**src/rtl/mem_port_arbiter_pkg.sv**
```systemverilog
// Shared FSM state encodings and requester owner codes for the memory-port arbiter.
package mem_port_arbiter_pkg;

    typedef enum logic [1:0] {
        ST_IDLE = 2'd0,
        ST_BUSY = 2'd1,
        ST_DONE = 2'd2
    } state_t;

    typedef enum logic {
        OWN_I = 1'b0,
        OWN_D = 1'b1
    } owner_t;

endpackage

```
**src/rtl/mem_port_arbiter_arb_select.sv**
```systemverilog
// Winner choice between instr and data requesters; fixed priority with starvation guard,
// or round robin when MEM_ARB_ROUND_ROBIN_EN is defined.
module mem_port_arbiter_arb_select
    import mem_port_arbiter_pkg::*;
#(
    parameter int STARVE_LIMIT = 4
) (
    input  logic   clk,
    input  logic   rst_n,
    input  logic   idle,
    input  logic   grant,
    input  logic   i_req,
    input  logic   d_req,
    output owner_t winner
);

`ifdef MEM_ARB_ROUND_ROBIN_EN

    owner_t last_winner;

    always_comb begin
        if (i_req && d_req) begin
            winner = (last_winner == OWN_I) ? OWN_D : OWN_I;
        end else begin
            winner = d_req ? OWN_D : OWN_I;
        end
    end

    // Starts as instr so that data takes the first tie.
    always_ff @(posedge clk or negedge rst_n) begin
        if (!rst_n) begin
            last_winner <= OWN_I;
        end else if (idle && grant) begin
            last_winner <= winner;
        end
    end

`else

    localparam int SW = $clog2(STARVE_LIMIT + 1);
    localparam logic [SW-1:0] LIM = SW'(STARVE_LIMIT);

    logic [SW-1:0] starve_cnt;

    always_comb begin
        winner = (d_req && !(i_req && starve_cnt == LIM)) ? OWN_D : OWN_I;
    end

    // Counts data wins that left a waiting instr request behind; saturates at the limit.
    always_ff @(posedge clk or negedge rst_n) begin
        if (!rst_n) begin
            starve_cnt <= '0;
        end else if (idle) begin
            if (!i_req || (grant && winner == OWN_I)) begin
                starve_cnt <= '0;
            end else if (grant && starve_cnt != LIM) begin
                starve_cnt <= starve_cnt + 1'b1;
            end
        end
    end

`endif

endmodule

```
**src/rtl/mem_port_arbiter.sv**
```systemverilog
// Shares one memory port between instr refill and data miss/write-back; one transaction at a time,
// IDLE->BUSY->DONE, all outputs registered. Policy set by MEM_ARB_ROUND_ROBIN_EN (see arb_select).
module mem_port_arbiter
    import mem_port_arbiter_pkg::*;
#(
    parameter int ADDR_WIDTH     = 32,
    parameter int DATA_WIDTH     = 32,
    parameter int STARVE_LIMIT   = 4,
    parameter int TIMEOUT_CYCLES = 0
) (
    input  logic                  clk,
    input  logic                  rst_n,
    input  logic                  i_req,
    input  logic [ADDR_WIDTH-1:0] i_addr,
    output logic                  i_ack,
    output logic [DATA_WIDTH-1:0] i_rdata,
    input  logic                  d_req,
    input  logic                  d_we,
    input  logic [ADDR_WIDTH-1:0] d_addr,
    input  logic [DATA_WIDTH-1:0] d_wdata,
    output logic                  d_ack,
    output logic [DATA_WIDTH-1:0] d_rdata,
    output logic                  err,
    output logic                  mem_req,
    output logic                  mem_we,
    output logic [ADDR_WIDTH-1:0] mem_addr,
    output logic [DATA_WIDTH-1:0] mem_wdata,
    input  logic [DATA_WIDTH-1:0] mem_rdata,
    input  logic                  mem_ready
);

    localparam int TW = (TIMEOUT_CYCLES > 1) ? $clog2(TIMEOUT_CYCLES) : 1;
    localparam logic [TW-1:0] TO_LAST = TW'((TIMEOUT_CYCLES > 0) ? TIMEOUT_CYCLES - 1 : 0);

    state_t        state;
    state_t        state_nxt;
    owner_t        owner;
    owner_t        winner;
    logic          grant;
    logic          timed_out;
    logic [TW-1:0] timeout_cnt;

    mem_port_arbiter_arb_select #(
        .STARVE_LIMIT (STARVE_LIMIT)
    ) u_arb_select (
        .clk    (clk),
        .rst_n  (rst_n),
        .idle   (state == ST_IDLE),
        .grant  (grant),
        .i_req  (i_req),
        .d_req  (d_req),
        .winner (winner)
    );

    assign timed_out = (TIMEOUT_CYCLES > 0) && (timeout_cnt == TO_LAST);

    always_comb begin
        state_nxt = state;
        grant     = 1'b0;
        case (state)
            ST_IDLE: begin
                if (i_req || d_req) begin
                    grant     = 1'b1;
                    state_nxt = ST_BUSY;
                end
            end
            ST_BUSY: begin
                if (mem_ready || timed_out) begin
                    state_nxt = ST_DONE;
                end
            end
            default: state_nxt = ST_IDLE;
        endcase
    end

    // The mem_* output registers double as the request latches for the whole transaction.
    always_ff @(posedge clk or negedge rst_n) begin
        if (!rst_n) begin
            state       <= ST_IDLE;
            owner       <= OWN_I;
            timeout_cnt <= '0;
            i_ack       <= 1'b0;
            d_ack       <= 1'b0;
            i_rdata     <= '0;
            d_rdata     <= '0;
            err         <= 1'b0;
            mem_req     <= 1'b0;
            mem_we      <= 1'b0;
            mem_addr    <= '0;
            mem_wdata   <= '0;
        end else begin
            state   <= state_nxt;
            i_ack   <= 1'b0;
            d_ack   <= 1'b0;
            i_rdata <= '0;
            d_rdata <= '0;
            err     <= 1'b0;
            case (state)
                ST_IDLE: begin
                    if (grant) begin
                        owner       <= winner;
                        timeout_cnt <= '0;
                        mem_req     <= 1'b1;
                        if (winner == OWN_D) begin
                            mem_we    <= d_we;
                            mem_addr  <= d_addr;
                            mem_wdata <= d_wdata;
                        end else begin
                            mem_we    <= 1'b0;
                            mem_addr  <= i_addr;
                            mem_wdata <= '0;
                        end
                    end
                end
                ST_BUSY: begin
                    if (mem_ready || timed_out) begin
                        mem_req <= 1'b0;
                        mem_we  <= 1'b0;
                        err     <= !mem_ready;
                        if (owner == OWN_D) begin
                            d_ack   <= 1'b1;
                            d_rdata <= mem_ready ? mem_rdata : '0;
                        end else begin
                            i_ack   <= 1'b1;
                            i_rdata <= mem_ready ? mem_rdata : '0;
                        end
                    end else begin
                        timeout_cnt <= timeout_cnt + 1'b1;
                    end
                end
                default: ;
            endcase
        end
    end

endmodule
```
**config.mk**
```make
export PLATFORM = sky130hd
export DESIGN_NAME = mem_port_arbiter
export DESIGN_NICKNAME = d
export VERILOG_FILES = /design/src/rtl/mem_port_arbiter_pkg.sv /design/src/rtl/mem_port_arbiter_arb_select.sv /design/src/rtl/mem_port_arbiter.sv
export SDC_FILE = /design/constraint.sdc
export NUM_CORES = 1
export LEC_CHECK = 0
export BUFFER_PORTS_ARGS = -buffer_cell sky130_fd_sc_hd__buf_2
export CAP_MARGIN = 20
export CORE_MARGIN = 2
export CORE_UTILIZATION = 50
export CTS_BUF_LIST = sky130_fd_sc_hd__clkbuf_8 sky130_fd_sc_hd__clkbuf_16
export DETAILED_ROUTE_END_ITERATION = 6
export PLACE_DENSITY = 0.93
export SLEW_MARGIN = 15
export SYNTH_ARGS = -nofsm -noshare
export SYNTH_HDL_FRONTEND = slang
export SYNTH_HIERARCHICAL = 1
export SYNTH_SLANG_ARGS = --single-unit
```
**constraint.sdc**
```tcl
create_clock -name clk -period 3.44 [get_ports clk]
set_input_delay 0.688 -clock clk [delete_from_list [all_inputs] [get_ports clk]]
set_output_delay 0.688 -clock clk [all_outputs]
set_load 0.02 [all_outputs]
```
==> results.py, run 1 <==
metrics = {
    "run_status": {
        "status": "complete, no violations",
    },
    "timing": {
        "setup_viol": 0,
        "slew_viol_final": 0,
        "hold_ws_ns": 0.160,
        "slew-limit-headroom_pct": 28.4,
        "fmax_mhz": 437,
        "rsz0062_at_grt": "false",
        "hold_viol": 0,
        "min_period_ns": 2.29,
        "final.setup.tns_ns": 0,
        "tightestPinTransition_ns": 1.07,
        "fin_skew_ns": 0.00535,
        "period_share_pct": 66.6,
    },
    "floorplan": {
        "dieWidth_um": 110,
        "rows": 38,
        "ios": 267,
        "fp.coreArea_um2": 10900,
        "die_h_um": 110,
        "initial_core_util_pct": 51.6,
        "die_area_um2": 12100,
    },
    "cts": {
        "clkSinkCount": 138,
        "cts_tree": "yes",
        "cts-root-buf": "clkbuf_8",
        "clk_path_buf_depth": 2,
        "clkLatencyLatePin_ns": 0.51,
        "cts_hold_buf": 0,
        "htree_levels": 4,
        "post_cts_buffers": 0,
        "numCtsBuffers": 17,
        "cts.repair.resized": 0,
        "clkTransAtPathRegs_ns": 0.06,
    },
    "worst_setup_path": {
        "slowest_stage": "mux2_2",
        "arrival_ns": 2.68,
        "critPathKind": "reg -> reg",
        "rr_endpoint": "mem_addr[1]",
        "required_ns": 3.83,
        "r2r-start": "u_arb_select/starve_cnt[0]",
        "r2r.worst_path.cells": 7,
        "crit_family": "multiplexers",
        "reg2reg_slack_ns": 1.15,
        "cp.buffers_inverters": 2,
        "start_kind": "flip-flop",
        "worst_setup_path_end_kind": "flip-flop",
        "path_max_fanout": 59,
        "slowest_delay_ns": 0.38,
        "cp_cell_sequence": "inv_1, ha_1, and2_1, a21boi_4, buf_12, mux2_2, mux2_1",
    },
    "route": {
        "drt_iter0_markers": 148,
        "wl_per_cell_um": 15.4,
        "drc": 0,
        "wl_um": 12900,
        "vias_per_cell": 4.77,
        "drt_pass1_iterations": 4,
        "drtAntennaViolNets": 0,
        "vias": 4000,
    },
    "placement": {
        "portBuffers": 265,
        "dpl-instance-area_um2": 7010,
        "dp_hpwl_um": 9450,
        "gp_congestion": 0.749,
    },
    "synthesis": {
        "synth_common_cells": "138 x dfrtp_1, 65 x and2_1, 42 x mux2_2, 37 x inv_1, 36 x nand2_1",
        "ys.flop_type": "dfrtp_1",
        "netlist_instances": 417,
        "synth_top_area_share_pct": 61.4,
        "synth_edf_count": 0,
        "ys_seq_elements": 138,
        "yosys_warnings": 6,
        "post-synth-top-count-cell": "dfrtp_1",
        "synth_largest_area_cell": "dfrtp_1",
        "syn-cell-area_um2": 5620,
        "synth_cell_type_count": 30,
        "yosys-top-cells-area": "dfrtp_1 61%, mux2_2 8.4%, and2_1 7.2%",
        "synth-seq-area-share_pct": 61.4,
        "syn_area_per_cell_um2": 13.5,
        "async_flop_share_pct": 100,
        "synthesis.nets": 553,
    },
    "finish": {
        "stdcell_area_um2": 7570,
        "multiInputGateArea_um2": 1850,
        "nets": 820,
        "final_core_util_pct": 69.6,
        "drive_gt1_share_pct": 51.9,
        "syn_to_final_growth_pct": 34.7,
        "nFillCells": 771,
        "seq_area_um2": 3450,
    },
    "grt": {
        "grt_max_degree": 71,
        "grt_pass1_vias": 4176,
        "gr-total-overflow": 0,
        "antenna_found_initial": 1,
        "grt_usage_pct": 21.5,
        "grt_pass1_wl_um": 19700,
    },
    "power": {
        "vdd_ir_drop_max_v": 0.000495,
        "power.density_nw_per_um2": 813,
        "p_leak_nw": 4.19,
    },
    "job": {
        "maxCapViolCount": 0,
    },
    "worst_hold_path": {
        "hp-class": "in -> async",
    },
}
-- sequential cells by signal, summed over array words and instances (netlist names) --
| name | flops |
|---|---|
| owner | 1 |
| mem_addr | 32 |
| u_arb_select/starve_cnt | 3 |
| d_rdata | 32 |
| mem_we | 1 |
| state | 2 |
| i_rdata | 32 |
| i_ack | 1 |
| d_ack | 1 |
| mem_wdata | 32 |
| mem_req | 1 |
-- cells in the final DEF, fill, tap and decap left out, types with 2 or more instances in the layout --
master / netlist / routed
buf_2: 7 / 264
dfrtp_1: 138 / 138
and2_1: 65 / 65
mux2_2: 42 / 42
inv_1: 37 / 39
nand2_1: 36 / 36
mux2i_1: 33 / 33
clkbuf_16: 0 / 16
mux2_4: 13 / 13
mux2_1: 10 / 10
clkinvlp_4: 0 / 4
clkinv_2: 0 / 4
nor2_2: 3 / 3
clkbuf_8: 0 / 3
buf_12: 3 / 3
nand2b_1: 2 / 2
clkinv_4: 0 / 2
buf_6: 5 / 2
a21oi_1: 2 / 2
o21bai_1: 2 / 2
ha_1: 2 / 2
-- logic make-up after synthesis --
| family | share of synthesized area, % |
|---|---|
| buf+inv | 5.94 |
| flops | 61.4 |
| compound gates | 1.40 |
| mux | 19.8 |
| simple gates | 11.0 |
| other cells | 0.0667 |
| fa+ha+maj | 0.445 |
-- power breakdown --
part	internal, mW	leakage (nW)	switching, mW
clock network	0.986	0.268	0.661
registers	2.10	1.80	0.227
logic	0.892	2.13	1.29
total	3.98	4.19	2.18
-- layout make-up --
| type | instances | area share [%] |
|---|---|---|
| tap | 140 | 2.31 |
| inverter | 38 | 1.92 |
| sequential | 138 | 45.6 |
| timing repair buffer | 269 | 18.5 |
| clock inverter | 13 | 1.39 |
| clock buffer | 19 | 5.83 |
| antenna | 1 | 0.0330 |
| multi-input combinational | 220 | 24.4 |
-- layer usage --
layer / global-route usage, % / part of all wire [%]
met5: 0 / 0
met4: 9.86 / 1.8
met3: 10.1 / 11
met2: 36.0 / 49
met1: 23.1 / 38
-- worst max-delay path by stage --
stage                                     from           end  slack, ns  cells after the start
detailed placement                       d_req   mem_addr[1]       1.09                      5
global route        u_arb_select/starve_cnt[0]   mem_addr[1]       1.04                      7
floorplan           u_arb_select/starve_cnt[0]  mem_addr[25]       1.45                      7
finish              u_arb_select/starve_cnt[0]   mem_addr[1]       1.15                      7
CTS                 u_arb_select/starve_cnt[0]   mem_addr[1]       1.13                      7
global placement                         d_req   mem_addr[7]       1.16                      5
-- through the flow --
step | worst slack [ns] | instances | total power, mW
floorplan | 1.45 | 417 | 3.86
global placement | 1.16 | 804 | 4.45
detailed placement | 1.09 | 804 | 4.56
CTS | 1.13 | 836 | 6.23
global route | 1.04 | 838 | 6.50
finish | 1.15 | 838 | 6.15
Power figures use the tool's default switching activity.
==> run 2: changes to the inputs <==
--- a/config.mk
+++ b/config.mk
@@ -8,10 +8,10 @@
 export BUFFER_PORTS_ARGS = -buffer_cell sky130_fd_sc_hd__buf_2
 export CAP_MARGIN = 20
 export CORE_MARGIN = 2
-export CORE_UTILIZATION = 50
+export CORE_UTILIZATION = 46
 export CTS_BUF_LIST = sky130_fd_sc_hd__clkbuf_8 sky130_fd_sc_hd__clkbuf_16
 export DETAILED_ROUTE_END_ITERATION = 6
-export PLACE_DENSITY = 0.93
+export PLACE_DENSITY = 0.87
 export SLEW_MARGIN = 15
 export SYNTH_ARGS = -nofsm -noshare
 export SYNTH_HDL_FRONTEND = slang
==> constraint.sdc (replaced) <==
create_clock -name clk -period 2.4 [get_ports clk]
set_input_delay 0.48 -clock clk [delete_from_list [all_inputs] [get_ports clk]]
set_output_delay 0.48 -clock clk [all_outputs]
set_load 0.02 [all_outputs]
==> results.py, run 2 (synthesis gave the netlist of run 1 again) <==
metrics = {
    "floorplan": {
        "ios": 267,
        "dieWidth_um": 115,
        "initial_core_util_pct": 47.0,
        "fp.coreArea_um2": 12000,
        "die_area_um2": 13100,
        "die_h_um": 115,
        "rows": 40,
    },
    "timing": {
        "worst_slack_ns": 0.287,
        "rsz0062_at_grt": "false",
        "slew_viol_final": 0,
        "hold_viol": 0,
        "fmax_mhz": 473,
        "min_period_ns": 2.11,
        "period_share_pct": 88.0,
        "fin_skew_ns": 0.0104,
        "hold_ws_ns": 0.284,
        "setup_viol": 0,
        "final.setup.tns_ns": 0,
    },
    "power": {
        "p_int_mw": 6.06,
        "totalPowerFinal_mw": 9.25,
        "pwr-share-seq_pct": 36.1,
        "power.net_switching_mw": 3.19,
        "p_leak_nw": 4.26,
        "power.density_nw_per_um2": 1200,
        "clock_power_share_pct": 29.7,
        "comb_power_share_pct": 34.2,
        "vdd_ir_drop_max_v": 0.000641,
        "switching_share_pct": 34.5,
    },
    "route": {
        "drc": 0,
        "drt_iter0_markers": 206,
        "drtAntennaViolNets": 0,
        "wl_um": 13100,
        "drt_pass1_iterations": 4,
        "wl_per_cell_um": 15.5,
        "vias_per_cell": 4.78,
        "vias": 4056,
    },
    "cts": {
        "clkSinkCount": 138,
        "cts_hold_buf": 1,
        "clk_path_buf_depth": 2,
        "cts_tree": "yes",
        "clkTransAtPathRegs_ns": 0.06,
        "clkLatencyLatePin_ns": 0.41,
        "cts-root-buf": "clkbuf_16",
        "numCtsBuffers": 17,
        "cts.repair.resized": 0,
        "htree_levels": 4,
        "post_cts_buffers": 0,
    },
    "worst_setup_path": {
        "slowest_stage": "dfrtp_1",
        "arrival_ns": 2.40,
        "start_kind": "flip-flop",
        "path_max_fanout": 42,
        "worst_setup_path_end_kind": "flip-flop",
        "required_ns": 2.69,
        "cp_cell_sequence": "inv_1, ha_1, and2_1, a21boi_4, buf_12, mux2_2, mux2_1",
        "crit_family": "multiplexers",
        "cp.buffers_inverters": 2,
        "slowest_delay_ns": 0.37,
        "critPathKind": "reg -> reg",
    },
    "finish": {
        "stdcell_area_um2": 7720,
        "syn_to_final_growth_pct": 37.3,
        "nFillCells": 913,
        "nets": 825,
        "seq_area_um2": 3450,
        "multiInputGateArea_um2": 1850,
        "layout.cells.most_common_list": "264 x buf_2, 138 x dfrtp_1, 65 x and2_1",
        "final_common_cell": "buf_2",
        "final_core_util_pct": 64.5,
        "drive_gt1_share_pct": 52.1,
        "fin_cells": 849,
        "diodes": 0,
    },
    "worst_hold_path": {
        "hp-class": "in -> reg",
    },
    "placement": {
        "portBuffers": 265,
        "dp_cells": 816,
        "dp_hpwl_um": 9630,
        "place_ws_ns": 0.281,
        "dpl-instance-area_um2": 7080,
        "gp_congestion": 0.771,
    },
    "grt": {
        "grt_pass1_wl_um": 20400,
        "gr-total-overflow": 0,
        "grt-busiest-layer": "met2",
        "grt_util_met3_pct": 7.57,
        "antenna_found_initial": 0,
        "grt_usage_pct": 20.1,
        "grt_pass1_vias": 4200,
        "met1_usage_pct": 22.9,
        "use_met2_pct": 34.3,
        "grt_max_degree": 77,
    },
    "run_status": {
        "status": "complete, no violations",
    },
    "job": {
        "maxCapViolCount": 0,
    },
}
run 2: path summary, 6_finish.rpt:
| kind | startpoint | endpoint | slack (ns) | cells past startpoint |
|---|---|---|---|---|
| max | u_arb_select/starve_cnt[0] | mem_addr[2] | 0.29 | 7 |
| min | mem_rdata[19] | i_rdata[19] | 0.28 | 2 |
| max reg2reg | u_arb_select/starve_cnt[0] | mem_addr[2] | 0.29 | 7 |
| min reg2reg | mem_addr[3] | mem_addr[3] | 0.49 | 1 |
| max in group asynchronous | rst_n | mem_addr[11] | 1.13 | 3 |
| min in group asynchronous | rst_n | d_rdata[13] | 0.56 | 2 |
run 2: power groups by stage:
stage / logic, mW / clock network (mW) / registers (mW)
CTS: 3.21 / 2.80 / 3.35
floorplan: 1.37 / 0 / 4.16
global placement: 3.09 / 0 / 3.32
finish: 3.17 / 2.75 / 3.34
global route: 3.40 / 2.90 / 3.42
detailed placement: 3.19 / 0 / 3.37
run 2: final cells by class:
type | instances | area share [%]
Sequential cell | 138 | 44.7
Multi-Input combinational cell | 220 | 23.9
Timing Repair Buffer | 274 | 19.0
Clock buffer | 17 | 5.51
Clock inverter | 15 | 2.58
Tap cell | 147 | 2.38
Inverter | 38 | 1.88
run 2: routing by layer:
layer  share of wire (%)  routed length (um)
met2                  51                6630
met5                   0                   0
met3                 8.4                1110
met1                  39                5140
met4                 1.9                 248
run 2: worst reg2reg max path, cell delays in order (launching register included):
cell      delay (ns)
dfrtp_1         0.37
inv_1           0.07
ha_1            0.20
and2_1          0.20
a21boi_4        0.25
buf_12          0.25
mux2_2          0.37
mux2_1          0.29
==> run 3: changes to the inputs <==
--- a/config.mk
+++ b/config.mk
@@ -8,11 +8,11 @@
 export BUFFER_PORTS_ARGS = -buffer_cell sky130_fd_sc_hd__buf_2
 export CAP_MARGIN = 20
 export CORE_MARGIN = 2
-export CORE_UTILIZATION = 46
+export CORE_UTILIZATION = 42
 export CTS_BUF_LIST = sky130_fd_sc_hd__clkbuf_8 sky130_fd_sc_hd__clkbuf_16
 export DETAILED_ROUTE_END_ITERATION = 6
-export PLACE_DENSITY = 0.87
-export SLEW_MARGIN = 15
+export PLACE_DENSITY = 0.84
+export SLEW_MARGIN = 30
 export SYNTH_ARGS = -nofsm -noshare
 export SYNTH_HDL_FRONTEND = slang
 export SYNTH_HIERARCHICAL = 1
==> constraint.sdc (replaced) <==
create_clock -name clk -period 1.7 [get_ports clk]
set_input_delay 0.34 -clock clk [delete_from_list [all_inputs] [get_ports clk]]
set_output_delay 0.34 -clock clk [all_outputs]
set_load 0.02 [all_outputs]
==> results.py, run 3 (synthesis gave the netlist of run 1 again) <==
metrics = {
    "cts": {
        "cts_tree": "yes",
        "clk_path_buf_depth": 2,
        "numCtsBuffers": 17,
        "htree_levels": 4,
        "clkSinkCount": 138,
        "clkTransAtPathRegs_ns": 0.06,
        "cts-root-buf": "clkbuf_16",
        "clkLatencyLatePin_ns": 0.41,
    },
    "run_status": {
        "status": "finished with violations",
        "violations": "negative setup slack",
    },
    "power": {
        "p_leak_nw": 4.58,
        "vdd_ir_drop_max_v": 0.000853,
        "power.density_nw_per_um2": 1610,
    },
    "grt": {
        "grt_pass1_wl_um": 22200,
        "grt_pass1_vias": 4487,
        "grt_usage_pct": 20.3,
        "antenna_found_initial": 0,
        "grt_max_degree": 68,
        "gr-total-overflow": 0,
    },
    "worst_setup_path": {
        "r2r.worst_path.cells": 8,
        "required_ns": 1.99,
        "critPathLaunch": "u_arb_select/starve_cnt[0]",
        "critPathKind": "reg -> reg",
        "arrival_ns": 2.19,
        "start_kind": "flip-flop",
        "reg2reg_slack_ns": -0.20,
        "path_max_fanout": 6,
        "worst_setup_path_end_kind": "flip-flop",
        "r2r-start": "u_arb_select/starve_cnt[0]",
        "rr_endpoint": "mem_addr[4]",
    },
    "placement": {
        "gp_congestion": 0.758,
        "dp_hpwl_um": 9700,
        "dp_cells": 861,
        "dpl-instance-area_um2": 7270,
        "portBuffers": 265,
    },
    "finish": {
        "nFillCells": 1049,
        "diodes": 0,
        "nets": 851,
        "drive_gt1_share_pct": 56.0,
        "fin_cells": 904,
        "seq_area_um2": 3450,
        "layout.cells.most_common_list": "264 x buf_2, 138 x dfrtp_1, 64 x and2_1",
        "multiInputGateArea_um2": 2040,
        "stdcell_area_um2": 8190,
        "final_common_cell": "buf_2",
        "syn_to_final_growth_pct": 45.6,
    },
    "route": {
        "drt_pass1_iterations": 4,
        "drt_iter0_markers": 118,
        "wl_um": 14200,
        "drc": 0,
        "vias": 4199,
        "wl_per_cell_um": 15.7,
        "drtAntennaViolNets": 0,
        "vias_per_cell": 4.64,
    },
    "worst_hold_path": {
        "hold_start": "mem_rdata[31]",
        "holdPathEnd": "d_rdata[31]",
        "hp-class": "in -> reg",
        "holdPathStages": 2,
    },
    "timing": {
        "period_share_pct": 112,
        "rsz0062_at_grt": "true",
        "setup_viol": 32,
        "min_period_ns": 1.90,
        "hold_viol": 0,
        "worst_slack_ns": -0.201,
        "slew_viol_final": 0,
        "fmax_mhz": 526,
        "fin_skew_ns": 0.00567,
    },
    "job": {
        "maxCapViolCount": 0,
    },
    "floorplan": {
        "ios": 267,
        "die_area_um2": 14300,
        "rows": 42,
        "die_h_um": 120,
        "dieWidth_um": 120,
        "initial_core_util_pct": 42.8,
        "fp.coreArea_um2": 13100,
    },
}
[run 3: cell count changes in the layout (fill, tap and decap cells not counted), moves of 7 or more]
| cell | previous run | this run |
|---|---|---|
| mux2_1 | 10 | 3 |
| buf_6 | 1 | 9 |
| mux2_2 | 42 | 5 |
| buf_4 | 3 | 15 |
| mux2_4 | 13 | 57 |
[run 3: critical path: stages (launching register included)]
cell and delay [ns]:
dfrtp_1 0.37, inv_2 0.06, ha_4 0.15, and2_4 0.14, a21boi_4 0.20, buf_6 0.16, buf_12 0.14, mux2_4 0.31
mux2_4 0.26
[run 3: routing by layer]
| metal | track usage [%] | vias to the layer above | share of wire (%) |
|---|---|---|---|
| li1 | - | 1931 | - |
| met1 | 22.6 | 2028 | 37 |
| met2 | 33.8 | 211 | 49 |
| met3 | 8.75 | 29 | 11 |
| met4 | 9.19 | 0 | 2.7 |
| met5 | 0 | - | 0 |
[run 3: where the power goes]
| part | total [mW] | internal (mW) | switching [mW] |
|---|---|---|---|
| Combinational | 5.00 | 2.25 | 2.75 |
| Sequential | 4.72 | 4.24 | 0.480 |
| Clock | 3.43 | 1.92 | 1.52 |
| Total | 13.2 | 8.42 | 4.75 |
[run 3: worst max-delay path by stage]
stage | slack [ns] | to
finish | -0.20 | mem_addr[4]
global route | -0.25 | mem_addr[22]
CTS | -0.19 | mem_addr[4]
detailed placement | -0.20 | mem_addr[4]
global placement | -0.14 | mem_addr[31]
floorplan | -0.09 | mem_addr[28]
[run 3: metrics by stage]
stage	hold slack [ns]	setup slack, ns	util, %	TNS, ns	power [mW]
finish	0.141	-0.201	62.3	-5.32	13.2
global route	0.125	-0.246	62.3	-7.09	13.8
CTS	0.122	-0.185	62.0	-4.98	13.3
detailed placement	0.221	-0.199	55.3	-4.56	9.44
global placement	0.219	-0.143	55.3	-3.04	9.31
floorplan	0.0444	-0.0899	-	-1.35	7.85
[run 3: final cells by class]
cell class	count	share of cell area [%]
Inverter	38	1.77
Clock inverter	15	1.59
Clock buffer	17	5.19
Sequential cell	138	42.2
Timing Repair Buffer	300	21.7
Tap cell	176	2.69
Multi-Input combinational cell	220	24.9
[run 3: timing repair]
action	4_1_cts	5_1_grt
pin swaps	1	2
buffers inserted	6	3
hold buffers	1	0
cloned	3	0
resized for setup	53	9
endpoints found under the setup margin	49	63
hold endpoints to repair	22	0
